$ cat src/rtl/mpwm.sv
// mpwm: bus-programmable multi-channel PWM with a shared prescaler.
//
// Ports:
//   clk    - system clock, everything advances on its rising edge
//   rst    - asynchronous active-high reset
//   din    - write data (DW bits)
//   addr   - register address (AW bits)
//   we     - 1 = write this cycle, 0 = read this cycle
//   dout   - registered read data; holds during write cycles
//   pwm_p  - per-channel PWM output (registered)
//   pwm_n  - per-channel complement of pwm_p (registered)
//   irq    - |(IFLG & IEN)
//
// Map: 0x00 TDIV, 0x01 IFLG (W1C), 0x02 IEN,
//      0x10+4c CTR, 0x11+4c ATS, 0x12+4c CMP, 0x13+4c CNT (RO).

// One PWM channel: control/top/compare registers, shadows, counter and output.
module mpwm_ch #(
    parameter int DW = 16
) (
    input  logic          clk,
    input  logic          rst,
    input  logic          i_tick,
    input  logic          i_wr_ctr,
    input  logic          i_wr_ats,
    input  logic          i_wr_cmp,
    input  logic [DW-1:0] i_din,
    output logic [3:0]    o_ctr,
    output logic [DW-1:0] o_ats,
    output logic [DW-1:0] o_cmp,
    output logic [DW-1:0] o_cnt,
    output logic          o_pend,
    output logic          o_pwm_p,
    output logic          o_pwm_n
);
    localparam logic [DW-1:0] ONE = DW'(1);

    logic [3:0]    r_ctr;
    logic [DW-1:0] r_ats, r_cmp, r_ats_s, r_cmp_s, r_cnt;
    logic          r_dir;      // 0 = counting up, 1 = counting down
    logic          r_pwm_p, r_pwm_n;

    logic [DW-1:0] w_cnt_nx;
    logic          w_dir_nx, w_wrap, w_pend, w_pwm;

    // Counter step for one tick; w_wrap flags the period-end step.
    // Comparisons use >= so a counter can never step past the top.
    always_comb begin
        w_cnt_nx = r_cnt;
        w_dir_nx = r_dir;
        w_wrap   = 1'b0;
        if (!r_ctr[2]) begin
            w_dir_nx = 1'b0;
            if (r_cnt >= r_ats_s) begin
                w_cnt_nx = '0;
                w_wrap   = 1'b1;
            end else begin
                w_cnt_nx = r_cnt + ONE;
            end
        end else if (r_ats_s == '0) begin
            w_cnt_nx = '0;
            w_dir_nx = 1'b0;
            w_wrap   = 1'b1;
        end else if (!r_dir) begin
            if (r_cnt >= r_ats_s) begin
                w_cnt_nx = r_cnt - ONE;
                w_dir_nx = 1'b1;
            end else begin
                w_cnt_nx = r_cnt + ONE;
            end
        end else begin
            if (r_cnt == '0) begin
                w_cnt_nx = ONE;
                w_dir_nx = 1'b0;
                w_wrap   = 1'b1;
            end else begin
                w_cnt_nx = r_cnt - ONE;
            end
        end
    end

    assign w_pend = r_ctr[0] & i_tick & w_wrap;
    assign w_pwm  = (r_cnt <= r_cmp_s) ? r_ctr[1] : ~r_ctr[1];

    always_ff @(posedge clk or posedge rst) begin
        if (rst) begin
            r_ctr   <= '0;
            r_ats   <= '0;
            r_cmp   <= '0;
            r_ats_s <= '0;
            r_cmp_s <= '0;
            r_cnt   <= '0;
            r_dir   <= 1'b0;
            r_pwm_p <= 1'b0;
            r_pwm_n <= 1'b1;
        end else begin
            if (i_wr_ats) r_ats <= i_din;
            if (i_wr_cmp) r_cmp <= i_din;
            // A bus write beats the one-shot auto-clear in the same cycle.
            if (i_wr_ctr)
                r_ctr <= i_din[3:0];
            else if (w_pend && r_ctr[3])
                r_ctr[0] <= 1'b0;

            if (!r_ctr[0]) begin
                r_cnt   <= '0;
                r_dir   <= 1'b0;
                r_ats_s <= r_ats;
                r_cmp_s <= r_cmp;
            end else if (i_tick) begin
                if (w_wrap) begin
                    r_ats_s <= r_ats;
                    r_cmp_s <= r_cmp;
                end
                r_cnt <= (w_wrap && r_ctr[3]) ? '0   : w_cnt_nx;
                r_dir <= (w_wrap && r_ctr[3]) ? 1'b0 : w_dir_nx;
            end

            r_pwm_p <= w_pwm;
            r_pwm_n <= ~w_pwm;
        end
    end

    assign o_ctr   = r_ctr;
    assign o_ats   = r_ats;
    assign o_cmp   = r_cmp;
    assign o_cnt   = r_cnt;
    assign o_pend  = w_pend;
    assign o_pwm_p = r_pwm_p;
    assign o_pwm_n = r_pwm_n;
endmodule

module mpwm #(
    parameter int DW  = 16,
    parameter int AW  = 13,
    parameter int NCH = 4
) (
    input  logic           clk,
    input  logic           rst,
    input  logic [DW-1:0]  din,
    input  logic [AW-1:0]  addr,
    input  logic           we,
    output logic [DW-1:0]  dout,
    output logic [NCH-1:0] pwm_p,
    output logic [NCH-1:0] pwm_n,
    output logic           irq
);
    localparam logic [DW-1:0] ONE = DW'(1);

    logic [DW-1:0]  r_tdiv, r_tdiv_s, r_div, r_dout;
    logic [NCH-1:0] r_iflg, r_ien;

    logic                     w_tick;
    logic [NCH-1:0]           w_pend, w_wr_ctr, w_wr_ats, w_wr_cmp;
    logic [NCH-1:0][3:0]      w_ctr;
    logic [NCH-1:0][DW-1:0]   w_ats, w_cmp, w_cnt;
    logic [DW-1:0]            w_rd;

    // Prescaler: the active divider only reloads at wrap so a rate change
    // never cuts the current prescaler period short.
    assign w_tick = (r_div == r_tdiv_s);

    genvar c;
    generate
        for (c = 0; c < NCH; c++) begin : g_ch
            assign w_wr_ctr[c] = we && (addr == AW'(16 + 4*c));
            assign w_wr_ats[c] = we && (addr == AW'(17 + 4*c));
            assign w_wr_cmp[c] = we && (addr == AW'(18 + 4*c));
            mpwm_ch #(.DW(DW)) u_ch (
                .clk      (clk),
                .rst      (rst),
                .i_tick   (w_tick),
                .i_wr_ctr (w_wr_ctr[c]),
                .i_wr_ats (w_wr_ats[c]),
                .i_wr_cmp (w_wr_cmp[c]),
                .i_din    (din),
                .o_ctr    (w_ctr[c]),
                .o_ats    (w_ats[c]),
                .o_cmp    (w_cmp[c]),
                .o_cnt    (w_cnt[c]),
                .o_pend   (w_pend[c]),
                .o_pwm_p  (pwm_p[c]),
                .o_pwm_n  (pwm_n[c])
            );
        end
    endgenerate

    // Read mux; anything not matched reads 0.
    always_comb begin
        w_rd = '0;
        if (addr == AW'(0)) w_rd = r_tdiv;
        if (addr == AW'(1)) w_rd = DW'(r_iflg);
        if (addr == AW'(2)) w_rd = DW'(r_ien);
        for (int i = 0; i < NCH; i++) begin
            if (addr == AW'(16 + 4*i)) w_rd = {{(DW-4){1'b0}}, w_ctr[i]};
            if (addr == AW'(17 + 4*i)) w_rd = w_ats[i];
            if (addr == AW'(18 + 4*i)) w_rd = w_cmp[i];
            if (addr == AW'(19 + 4*i)) w_rd = w_cnt[i];
        end
    end

    always_ff @(posedge clk or posedge rst) begin
        if (rst) begin
            r_tdiv   <= '0;
            r_tdiv_s <= '0;
            r_div    <= '0;
            r_iflg   <= '0;
            r_ien    <= '0;
            r_dout   <= '0;
        end else begin
            if (we && addr == AW'(0)) r_tdiv <= din;
            if (we && addr == AW'(2)) r_ien  <= din[NCH-1:0];
            // Write-1-to-clear first, then OR in hardware sets so a set wins.
            r_iflg <= (r_iflg & ~((we && addr == AW'(1)) ? din[NCH-1:0] : '0)) | w_pend;

            if (w_tick) begin
                r_div    <= '0;
                r_tdiv_s <= r_tdiv;
            end else begin
                r_div <= r_div + ONE;
            end

            if (!we) r_dout <= w_rd;
        end
    end

    assign dout = r_dout;
    assign irq  = |(r_iflg & r_ien);
endmodule

$ cat config.mk
export PLATFORM = sky130hd
export DESIGN_NAME = mpwm
export DESIGN_NICKNAME = d
export VERILOG_FILES = /design/src/rtl/mpwm.sv
export SDC_FILE = /design/constraint.sdc
export NUM_CORES = 1
export LEC_CHECK = 0
export ABC_AREA = 1
export CAP_MARGIN = 10
export CORE_MARGIN = 5
export CORE_UTILIZATION = 42
export DETAILED_ROUTE_END_ITERATION = 12
export HOLD_SLACK_MARGIN = 0.05
export PLACE_DENSITY_LB_ADDON = 0.25
export SLEW_MARGIN = 20
export SYNTH_ARGS = -nofsm -noshare
export SYNTH_HDL_FRONTEND = slang
export SYNTH_SLANG_ARGS = --single-unit
$ cat constraint.sdc
create_clock -name clk -period 28.9 [get_ports clk]
set_input_delay 5.78 -clock clk [delete_from_list [all_inputs] [get_ports clk]]
set_output_delay 5.78 -clock clk [all_outputs]
set_load 0.02 [all_outputs]
==> impl_metrics.sql <==
INSERT INTO impl_metrics (metric_group, metric, value, unit) VALUES
('synthesis', 'ys_async_sr_fraction', '100', '%'),
('synthesis', 'synth-edff-count', '0', ''),
('sta', 'max_clock_freq', '0.115', 'GHz'),
('floorplan', 'die_x', '256', 'microns'),
('global_routing', 'grt_use_met2', '37.9', '%'),
('cells_and_area', 'antenna_diode_count', '0', ''),
('sta', 'period_share', '30.1', '%'),
('synthesis', 'netlist_instances', '3313', ''),
('drt', 'dr.pass1.iters', '6', ''),
('critical_path', 'data_arrival_time_at_the_worst_slack_endpoint', '9190', 'ps'),
('global_routing', 'antenna_found_initial', '6', ''),
('floorplan', 'die-area', '0.0657', 'sq mm'),
('sta', 'skew', '36.5', 'ps'),
('synthesis', 'syn_area', '0.0255', 'sq mm'),
('synthesis', 'synth_flop_cell', 'dfrtp_1', ''),
('global_routing', 'grt_first_pass_wirelength', '128', 'mm'),
('synthesis', 'main_combinational_cell_family_by_area_after_synthesis', 'simple AND/OR/NAND/NOR gates', ''),
('drt', 'num_vias', '22900', ''),
('drt', 'postRouteWirelength', '82.3', 'mm'),
('power_and_ir_drop', 'power_density', '52.0', 'mW/mm^2'),
('synthesis', 'yosys_warnings', '0', ''),
('synthesis', 'post_synth_fa_ha_maj_area_fraction', '6.93', '%'),
('critical_path', 'critical_path.most_common_cell', 'nand2_1', ''),
('sta', 'rsz0062_at_grt', 'no', ''),
('place', 'globalplace.congestion', '0.930', ''),
('sta', 'slew_headroom', '27.6', '%'),
('global_routing', 'grt_most_used_layer', 'met2', ''),
('global_routing', 'pin_count_of_the_biggest_net_entering_global_routing', '115', ''),
('cells_and_area', 'net_count_of_the_finished_layout', '3467', ''),
('drt', 'wire_per_inst', '20.0', 'microns'),
('synthesis', 'yosys.area_share.xor_xnor', '3.44', '%'),
('floorplan', 'floorplan.initialDensity', '42.3', '%'),
('synthesis', 'synth.area.mux_share', '0.285', '%'),
('clock_tree', 'tritoncts', 'yes', ''),
('synthesis', 'yosys.area_share.simple', '24.2', '%'),
('synthesis', 'yosysUniqueCellTypes', '57', ''),
('sta', 'slew_of_the_pin_with_the_lowest_slew_margin', '1080', 'ps'),
('floorplan', 'fp.dieH', '256', 'microns'),
('clock_tree', 'root_buffer', 'clkbuf_16', ''),
('run_status', 'outcome', 'finished clean', ''),
('drt', 'ant_nets', '0', ''),
('clock_tree', 'cts_num_sinks', '420', ''),
('sta', 'crit_path_time_final', '8690', 'ps'),
('clock_tree', 'clk_pin_slew', '60', 'ps'),
('global_routing', 'via_count_of_the_first_global_routing_pass', '21300', ''),
('clock_tree', 'cts_htree_levels', '2', ''),
('synthesis', 'yosysTopAreaCellShare', '40.9', '%'),
('synthesis', 'synth_nets', '3486', ''),
('global_routing', 'groute.layer.met1.usage', '36.0', '%'),
('critical_path', 'critical_path.max_fanout', '20', ''),
('synthesis', 'synth_area_leaders', 'dfrtp_1 (41%), nand2_1 (13%), o21ai_0 (7.9%)', ''),
('critical_path', 'critical_path.slowest_cell', 'nor2_1', ''),
('critical_path', 'cells_on_worst_reg2reg_path', '11', ''),
('place', 'dpl.hpwl', '59.1', 'mm'),
('clock_tree', 'post-cts-setup-buffers', '0', ''),
('critical_path', 'cp_cell_sequence', 'clkdlybuf4s50_1 > nor2_1 > nand3_1 > nor2_1 > nand2_1 > inv_1 > nand2_1 > nand4_1 > nand3b_1 > nand2_1 > nand3b_1 > nand2_1 > nand4_1 > nand2_1 > nand2_1', ''),
('sta', 'final_max_slew_viol_count', '0', ''),
('critical_path', 'cp-end-kind', 'register', ''),
('clock_tree', 'clk_path_buf_depth', '3', ''),
('sta', 'hold_ws', '488', 'ps'),
('synthesis', 'synthDominantAreaCellType', 'dfrtp_1', ''),
('critical_path', 'timing.critical_path.depth', '15', ''),
('floorplan', 'number_of_rows_created_at_floorplan', '90', ''),
('critical_path', 'cp_bufs_invs', '2', ''),
('global_routing', 'gr-total-overflow', '0', ''),
('clock_tree', 'clk-insertion-delay-late', '610', 'ps'),
('synthesis', 'syn_area_per_cell', '7.69', 'sq um'),
('clock_tree', 'cts-hold-fix-buffers', '0', ''),
('global_routing', 'grt_use_total', '24.5', '%'),
('place', 'port_buffers', '56', ''),
('sta', 'setup_total_negative_slack', '0', 'ps');
-- cells by family after synthesis --
family	count (synthesis)
compound gates	717
xor+xnor	100
fa+ha+maj	141
buf+inv	509
flops	420
mux	6
simple gates	1420
-- worst paths after layout --
path / start / endpoint / slack (ps)
setup / recovery: addr[9] / dout[15]$_DFFE_PP0N_ / 20210
hold / removal: r_div[15]$_DFF_PP0_ / r_div[15]$_DFF_PP0_ / 490
setup reg to reg: g_ch[0].u_ch.o_cnt[13]$_DFFE_PP0P_ / g_ch[0].u_ch.r_cmp_s[11]$_DFFE_PP0P_ / 24850
hold reg to reg: r_div[15]$_DFF_PP0_ / r_div[15]$_DFF_PP0_ / 490
max in group asynchronous: rst / g_ch[2].u_ch.o_cmp[5]$_DFFE_PP0P_ / 21090
min in group asynchronous: rst / g_ch[0].u_ch.o_cnt[3]$_DFFE_PP0P_ / 5730
-- flip-flops by register name, summed over array words and instances, names as in the netlist --
signal             flops
dout                  16
g_ch.u_ch.o_ats       64
g_ch.u_ch.o_cmp       64
g_ch.u_ch.o_cnt       64
g_ch.u_ch.o_ctr       16
g_ch.u_ch.o_pwm_n      4
g_ch.u_ch.o_pwm_p      4
g_ch.u_ch.r_ats_s     64
g_ch.u_ch.r_cmp_s     64
g_ch.u_ch.r_dir        4
r_div                 16
r_ien                  4
r_iflg                 4
r_tdiv                16
r_tdiv_s              16
-- through the flow --
stage | std cells | total power (W) | setup slack (ps) | util, %
2_1_floorplan | 3313 | 0.000768 | 11440 | -
3_3_place_gp | 4025 | 0.000819 | 19740 | 43.9
3_5_place_dp | 4025 | 0.000819 | 19620 | 43.9
4_1_cts | 4114 | 0.00147 | 20270 | 46.6
5_1_grt | 4115 | 0.00151 | 19820 | 46.7
6_report | 4115 | 0.00146 | 20210 | 46.7
-- Yosys cell counts (2+ instances only) --
library cell and count:
o21ai_1 26, buf_2 38, nand2_1 858, inv_1 348, dfstp_2 4, o22ai_1 39
buf_6 8, o21ai_2 31, clkbuf_1 74, nor3_1 36, buf_4 20, nor2_4 2
o21a_1 7, or2_2 10, o221ai_1 5, nand2_2 12, a21oi_1 140, nor4_1 19
nand3_1 154, ha_1 141, buf_1 2, inv_2 14, a31oi_1 5, o21ai_0 404
nand4_1 88, mux2_4 2, dfrtp_1 416, nand3b_1 15, mux2i_1 2, clkinv_1 4
nor2_2 11, nor2_1 187, nor4_2 6, a211oi_1 10, nor3_2 16, xor2_1 83
o211ai_1 29, mux2_2 2, xnor2_1 17, o2111ai_1 11
-- final cells by class --
cell class | instances | area, sq um | area share (%)
multi-input cells | 2384 | 12900 | 45.8
flip-flops and latches | 420 | 10500 | 37.4
inverters | 366 | 1380 | 4.91
clock buffers | 67 | 1350 | 4.81
well taps | 782 | 978 | 3.48
repair buffers | 74 | 716 | 2.54
clock inverters | 22 | 318 | 1.13
-- layer usage --
metal / vias up / part of all wire (%)
li1: 11000 / -
met3: 126 / 7.5
met2: 793 / 45
met4: 2 / 2.7
met5: - / 0.016
met1: 10900 / 45
-- cell usage in the layout, fill, tap and decap left out, types with 12 or more instances in the layout --
cell type,netlist,final
nand2_1,858,858
dfrtp_1,416,416
o21ai_0,404,404
inv_1,348,347
nor2_1,187,186
nand3_1,154,154
ha_1,141,141
a21oi_1,140,140
nand4_1,88,88
xor2_1,83,83
clkdlybuf4s50_1,0,56
clkbuf_16,0,48
o22ai_1,39,39
nor3_1,36,36
o21ai_2,31,31
o211ai_1,29,29
o21ai_1,26,26
nor4_1,19,18
xnor2_1,17,17
buf_4,20,17
nor3_2,16,16
nand3b_1,15,15
inv_2,14,14
nor2_2,11,12
-- power breakdown --
group	internal (W)	total, W	switching [W]
clock	0.000384	0.000654	0.000270
combinational	0.0000416	0.000211	0.000169
sequential	0.000595	0.000600	0.00000483
No activity file was read; power rests on OpenSTA's default activity.
